**config.mk**
```make
export PLATFORM = sky130hd
export DESIGN_NAME = cdr_counter
export DESIGN_NICKNAME = d
export VERILOG_FILES = /design/src/rtl/cdr_pkg.sv /design/src/rtl/cdr_mod_counter.sv /design/src/rtl/cdr_counter.sv
export SDC_FILE = /design/constraint.sdc
export NUM_CORES = 1
export LEC_CHECK = 0
export ABC_AREA = 0
export CORE_ASPECT_RATIO = 1.5
export CORE_MARGIN = 4
export CORE_UTILIZATION = 61
export CTS_BUF_LIST = sky130_fd_sc_hd__clkbuf_16
export DETAILED_ROUTE_END_ITERATION = 7
export GPL_TIMING_DRIVEN = 0
export PLACE_DENSITY = 0.84
export SLEW_MARGIN = 25
export SYNTH_ARGS = -nofsm -noshare
export SYNTH_HDL_FRONTEND = slang
export SYNTH_SLANG_ARGS = --single-unit
```
**constraint.sdc**
```tcl
create_clock -name i_clk -period 6.7 [get_ports i_clk]
set_clock_uncertainty 0.15 [all_clocks]
set_input_delay 1.34 -clock i_clk [delete_from_list [all_inputs] [get_ports i_clk]]
set_output_delay 1.34 -clock i_clk [all_outputs]
set_load 0.05 [all_outputs]
```
**src/rtl/cdr_pkg.sv**
```systemverilog
// cdr_pkg: shared widths, period-length limits and the clamp helper for the CDR sampling-phase logic
package cdr_pkg;
   localparam int CNT_W     = 6;
   localparam int NB_P_INIT = 25;
   localparam int NB_P_MIN  = 8;
   localparam int NB_P_LO   = 23;
   localparam int NB_P_HI   = 27;
   typedef logic [CNT_W-1:0] nb_p_t;
   function automatic nb_p_t clamp_nb_p(input nb_p_t v);
      return (v < nb_p_t'(NB_P_MIN)) ? nb_p_t'(NB_P_MIN) : v;
   endfunction
endpackage

```
**src/rtl/cdr_mod_counter.sv**
```systemverilog
// cdr_mod_counter: wrap counter 0..i_last advancing when i_en is high
// ports: i_clk/i_rst clock and sync active-high reset, i_en advance, i_last terminal value, o_cnt count
module cdr_mod_counter #(
   parameter int W = 6
) (
   input  logic         i_clk,
   input  logic         i_rst,
   input  logic         i_en,
   input  logic [W-1:0] i_last,
   output logic [W-1:0] o_cnt
);
   always_ff @(posedge i_clk)
      if (i_rst) o_cnt <= '0;
      else if (i_en) o_cnt <= (o_cnt == i_last) ? '0 : o_cnt + 1'b1;
endmodule

```
**src/rtl/cdr_counter.sv**
```systemverilog
// cdr_counter: CDR sampling-phase counter producing early/middle/late, period and freq-sync strobes
// ports: i_clk/i_rst clock and sync active-high reset, i_nb_P requested period length,
//        o_en_d/o_en_m/o_en_f early/middle/late strobes, o_en end-of-period, o_en_freq_synch every SYNC_DIV periods
module cdr_counter
   import cdr_pkg::*;
#(
   parameter int EL_OFFSET = 2,
   parameter int SYNC_DIV  = 16
) (
   input  logic  i_clk,
   input  logic  i_rst,
   input  nb_p_t i_nb_P,
   output logic  o_en_d,
   output logic  o_en_m,
   output logic  o_en_f,
   output logic  o_en,
   output logic  o_en_freq_synch
);
   localparam int PW = (SYNC_DIV > 1) ? $clog2(SYNC_DIV) : 1;
   localparam logic [PW-1:0] PLAST = PW'(SYNC_DIV - 1);
   localparam nb_p_t EL = nb_p_t'(EL_OFFSET);
   nb_p_t cnt, p_act, mid, last;
   logic [PW-1:0] per_cnt;
   logic wrap;
   assign mid  = p_act >> 1;
   assign last = p_act - nb_p_t'(1);
   assign wrap = cnt == last;
   cdr_mod_counter #(.W(CNT_W)) u_phase (
      .i_clk (i_clk),
      .i_rst (i_rst),
      .i_en  (1'b1),
      .i_last(last),
      .o_cnt (cnt)
   );
   cdr_mod_counter #(.W(PW)) u_period (
      .i_clk (i_clk),
      .i_rst (i_rst),
      .i_en  (wrap),
      .i_last(PLAST),
      .o_cnt (per_cnt)
   );
   // the requested length only takes effect at the wrap, so a period is never cut short or stretched
   always_ff @(posedge i_clk)
      if (i_rst) p_act <= nb_p_t'(NB_P_INIT);
      else if (wrap) p_act <= clamp_nb_p(i_nb_P);
   // gated by i_rst so a mid-period reset silences the strobes in the very cycle it is raised
   assign o_en_d          = ~i_rst & (cnt == mid - EL);
   assign o_en_m          = ~i_rst & (cnt == mid);
   assign o_en_f          = ~i_rst & (cnt == mid + EL);
   assign o_en            = ~i_rst & wrap;
   assign o_en_freq_synch = ~i_rst & wrap & (per_cnt == PLAST);
endmodule

```
==> results.cfg, run 1 <==
[clock_tree]
cts_resized = 0
cts_tree = yes
cts-root-buf = clkbuf_16
ctsLongestPathBuffers = 2
clock-sinks = 16
clkTransAtPathRegs_ps = 40
cts_buffers = 3
h-tree-depth = 1
clkLatencyLatePin_ps = 250
ctsHoldBuffers = 0
post-cts-setup-buffers = 0

[route]
drtIter0Drc = 17
wirelength_um = 2793
wl_per_cell_um = 15.52
detail-route-antenna-nets = 0
vias = 1084
drt_first_pass_iters = 4
via_per_inst = 6.022
drc_errors = 0

[yosys]
synth_top_family_by_area = simple AND/OR/NAND/NOR gates
synthFlopType = dfxtp_1
syn-cell-area_sq_mm = 0.001331
async_flop_share = 0
yosys_warnings = 0
yosys_register_bits = 16
synth.area.top_cells = dfxtp_1, xor2_1, ha_1
ys_seq_area_frac = 0.2406
synth_compound_area_frac = 0.1344
syn_inst = 143
yosys.area_share.simple = 0.2669
synth_edf_count = 0
synth.distinct_cells = 42
synth.largest_area_cell = dfxtp_1
syn_nets = 157
syn_area_per_cell_sq_um = 9.310
synth.top_cell.area_share = 0.2406
muxShareOfSynthArea = 0.02632
synth-xor-area-share = 0.1964
synthAdderAreaFrac = 0.05639

[power_and_ir_drop]
power_density_mw_per_mm2 = 152.9
leakagePower_nw = 0.5649
total_power_w = 0.0002377
ir_drop_mv = 0.1241

[critical_path]
cp_cell_sequence = clkdlybuf4s50_1 > nor2_1 > nand2_1 > a2111oi_0 > clkdlybuf4s50_1
cp_top_family = buffers and inverters
arrival_ps = 3400
critPathLaunchType = input pin
cp_slowest_cell = clkdlybuf4s50_1
worst-path-buf-inv = 2
path_common_cell = clkdlybuf4s50_1
cp-startpoint = i_rst
crit_type = input pin to output port
cpPeakStageDelay_ps = 880
r2r_start = p_act[0]
r2r_slack_ps = 4420
r2r_end = u_period.o_cnt[2]
worstPathMaxFanout = 5
worst_ep_required_time_ps = 5210
rr_worst_depth = 7
crit_path_end_kind = output port

[run]
cap_violations = 0

[finish]
area_growth_pct = 16.73
area.sequential_sq_um = 320.3
post-route-util = 0.7573
final_layout_size_suffix_gt1_frac = 0.1709
multi_input_area_sq_um = 905.9
final_common_cell = dfxtp_1
insertedDiodeCount = 0
nets = 174
fillers = 149
layout_common_cells = dfxtp_1, clkdlybuf4s50_1, nor2_1, xor2_1

[timing]
slew_violations = 0
grt_setup_unrepaired = false
fin_tns_setup_ps = 0
finalHoldViolations = 0
finalCriticalPeriod_ps = 4889
relSlewSlack = 0.5586
setup_viol = 0
maxClockFrequency_mhz = 204.5
tightest_slew_ps = 659.7
fin_crit_sh = 0.7298

[placement]
io_buffer_count = 12
hpwl_um = 2163
gp_congestion = 0.9170

[floorplan]
die_x_um = 46.15
start_util = 0.6488
dieArea_sq_mm = 0.003009
rows = 20
die_h_um = 65.22
io_pins = 13
design.core.area_sq_mm = 0.002052

[global_routing]
grt_pass1_wl_um = 4809
grt_overflow_total = 0
grt_pass1_vias = 1102
antenna_found_initial = 0
grt_max_degree = 11
grt.total_usage = 0.2132

[worst_hold_path]
hp-class = flop to flop
holdCritStartpoint = u_period.o_cnt[1]
min_path_cells = 2
min_to = u_period.o_cnt[1]

[status]
status = completed
==> per-stage QoR <==
step | area, sq um | instances | setup slack [ps] | hold slack [ps]
floorplan | 1331 | 143 | 1233 | 315.0
global placement | 1479 | 177 | 1835 | 329.4
detailed placement | 1479 | 177 | 1816 | 333.5
CTS | 1554 | 180 | 1818 | 344.3
global route | 1554 | 180 | 1614 | 378.6
finish | 1554 | 180 | 1811 | 342.8
==> power breakdown <==
group | internal (W) | switching (W) | leakage [nW]
sequential | 0.0000970 | 0.00000183 | 0.130
combinational | 0.0000114 | 0.0000147 | 0.398
clock | 0.0000781 | 0.0000346 | 0.0370
total | 0.000187 | 0.0000511 | 0.565
==> cells by family after synthesis <==
family,count (synthesis)
xor+xnor,23
mux,3
fa+ha+maj,6
simple gates,55
compound gates,23
buf+inv,17
flops,16
==> layer usage <==
metal	track usage	vias up	wire (um)
met5	0	-	0
met4	0.07473	0	56
met3	0.03014	9	68
met2	0.3586	28	1541
met1	0.2657	507	1126
li1	-	540	-
==> worst min-delay path, delay by kind of cell (launching register included) <==
kind	cells	cell delay [ps]
DFF	1	320
AOI/OAI and AO/OA	2	130
==> area by class of cell <==
cell class	count	area share
Sequential cell	16	0.2061
Multi-Input combinational cell	110	0.5829
Buffer	12	0.05556
Inverter	5	0.01208
Tap cell	22	0.01771
Clock buffer	3	0.04831
Timing Repair Buffer	12	0.07729
==> synth_stat cells, types with 5 or more instances <==
master,number
dfxtp_1,16
nor2_1,10
xor2_1,10
nor3_1,8
xnor2_1,8
buf_2,6
ha_1,6
nand3_1,6
nand4_1,6
a21oi_1,5
inv_1,5
nand2_1,5
o31ai_1,5
==> worst max path at each step <==
stage	end	slack, ps	cells after the start
global placement	o_en_d	1840	5
global route	o_en_d	1610	5
CTS	o_en_d	1820	5
finish	o_en_d	1810	5
detailed placement	o_en_d	1820	5
floorplan	o_en_d	1230	3
==> registers in the layout, indices dropped and copies added (netlist names) <==
register and count:
u_phase.o_cnt 6, p_act 6, u_period.o_cnt 4
Note: power is estimated with default switching activity, not from simulation.
==> run 2, diff against run 1 <==
Settings changed: CORE_UTILIZATION 61 to 56, PLACE_DENSITY 0.84 to 0.78.
Clock period 6.7 ns to 5 ns, I/O delays scaled along.
==> results.cfg, run 2 (synthesis gave the netlist of run 1 again) <==
[clock_tree]
cts_tree = yes
post-cts-setup-buffers = 0
clkTransAtPathRegs_ps = 50
cts_resized = 0
ctsLongestPathBuffers = 2
cts-root-buf = clkbuf_16
h-tree-depth = 1
cts_buffers = 3
clkLatencyLatePin_ps = 250
clock-sinks = 16
ctsHoldBuffers = 0

[critical_path]
arrival_ps = 3080
worst-path-buf-inv = 2
worstPathMaxFanout = 5
critPathLaunchType = input pin
cpPeakStageDelay_ps = 870
r2r_start = p_act[0]
cp_top_family = buffers and inverters
worst_ep_required_time_ps = 3850
path_common_cell = clkdlybuf4s50_1
rr_worst_depth = 7
cp_num_cells = 5
cp_cell_sequence = clkdlybuf4s50_1 > nor2_1 > nand2_1 > a2111oi_0 > clkdlybuf4s50_1
r2r_end = u_period.o_cnt[2]
crit_type = input pin to output port
r2r_slack_ps = 2720
crit_path_end_kind = output port
cp_slowest_cell = clkdlybuf4s50_1

[timing]
relSlewSlack = 0.5585
worst_slack_ps = 773.1
fin_tns_setup_ps = 0
fin_crit_sh = 0.8454
finalCriticalPeriod_ps = 4227
slew_violations = 0
tightest_slew_ps = 659.8
setup_viol = 0
finalHoldViolations = 0
maxClockFrequency_mhz = 236.6
grt_setup_unrepaired = false

[global_routing]
grt_pass1_wl_um = 4464
antenna_found_initial = 0
grt.total_usage = 0.1905
grt_max_degree = 11
grtUsageMet2 = 0.3195
grt_pass1_vias = 1003
use_met1 = 0.2254
use_met3 = 0.02933
grt-busiest-layer = met2
grt_overflow_total = 0

[finish]
fin_cells = 181
post-route-util = 0.6883
final_common_cell = dfxtp_1
final_layout_size_suffix_gt1_frac = 0.1709
layout_common_cells = dfxtp_1, clkdlybuf4s50_1, nor2_1, xor2_1
nets = 174
largestRegisters = p_act x6, u_phase.o_cnt x6, u_period.o_cnt x4
stdcell_area_sq_mm = 0.001555
area_growth_pct = 16.82
insertedDiodeCount = 0

[route]
drt_first_pass_iters = 4
wl_per_cell_um = 14.93
drc_errors = 0
via_per_inst = 5.751
drtIter0Drc = 29
wirelength_um = 2703
vias = 1041
detail-route-antenna-nets = 0

[placement]
hpwl_um = 2020
dpl_cell_area_sq_mm = 0.001480
io_buffer_count = 12
gp_congestion = 0.8651
dpl.cell_count = 178
dpl_worst_slack_ps = 799.9

[power_and_ir_drop]
p_sw_frac = 0.2232
p_seq_frac = 0.412
ir_drop_mv = 0.1903
leakagePower_nw = 0.5649
pwr-share-clk = 0.480
power_density_mw_per_mm2 = 207.1
p_sw_w = 0.00007188
combPwrFrac = 0.108
intPower_w = 0.0002501

[floorplan]
dieArea_sq_mm = 0.003237
die_x_um = 47.81
die_h_um = 67.72
io_pins = 13
design.core.area_sq_mm = 0.002260
start_util = 0.5891
rows = 21

[worst_hold_path]
holdCritStartpoint = u_period.o_cnt[3]
min_to = u_period.o_cnt[3]
min_path_cells = 2
hp-class = flop to flop

[run]
cap_violations = 0

[status]
status = completed
==> run 2: cell counts in the layout (fill, tap and decap cells not counted) <==
No cell type changed its count.
==> run 2: final cells by class <==
| class | instances | area [sq um] |
|---|---|---|
| multi-input cells | 110 | 905.9 |
| inverters | 5 | 18.77 |
| fillers | 168 | 704.4 |
| well taps | 23 | 28.78 |
| repair buffers | 12 | 120.1 |
| plain buffers | 12 | 86.33 |
| flip-flops and latches | 16 | 320.3 |
| clock buffers | 3 | 75.07 |
==> run 2: worst max-delay path by stage <==
| stage | startpoint | to | slack (ps) |
|---|---|---|---|
| global placement | i_rst | o_en_d | 810 |
| CTS | i_rst | o_en_d | 800 |
| floorplan | p_act[2] | o_en_d | 100 |
| detailed placement | i_rst | o_en_d | 800 |
| finish | i_rst | o_en_d | 770 |
| global route | i_rst | o_en_d | 740 |
==> run 2: worst register-to-register path, stage by stage, from the launching register on <==
cell	delay, ps
dfxtp_1	390
inv_1	110
ha_1	250
xnor2_2	150
xnor2_1	140
nor2_1	520
nand4_4	150
mux2_4	320
==> run 2: power groups by stage <==
stage,Clock [W],Sequential (W),Combinational (W)
finish,0.000154,0.000133,0.0000349
global route,0.000161,0.000133,0.0000389
CTS,0.000158,0.000133,0.0000347
detailed placement,0,0.000135,0.0000343
global placement,0,0.000135,0.0000335
floorplan,0,0.000134,0.0000233
==> run 2: per-stage QoR <==
| stage | power, W | hold slack (ps) |
|---|---|---|
| 2_1_floorplan | 0.0001576 | 315.0 |
| 3_3_place_gp | 0.0001685 | 330.4 |
| 6_report | 0.0003220 | 347.1 |
| 3_5_place_dp | 0.0001693 | 342.6 |
| 4_1_cts | 0.0003248 | 349.4 |
| 5_1_grt | 0.0003329 | 387.2 |
==> run 2: layer usage <==
metal  vias up  part of all wire  routed length (um)
li1        537                 -                   -
met1       485              0.44                1198
met2        16              0.52                1395
met3         3             0.023                  61
met4         0             0.017                  47
met5         -                 0                   0
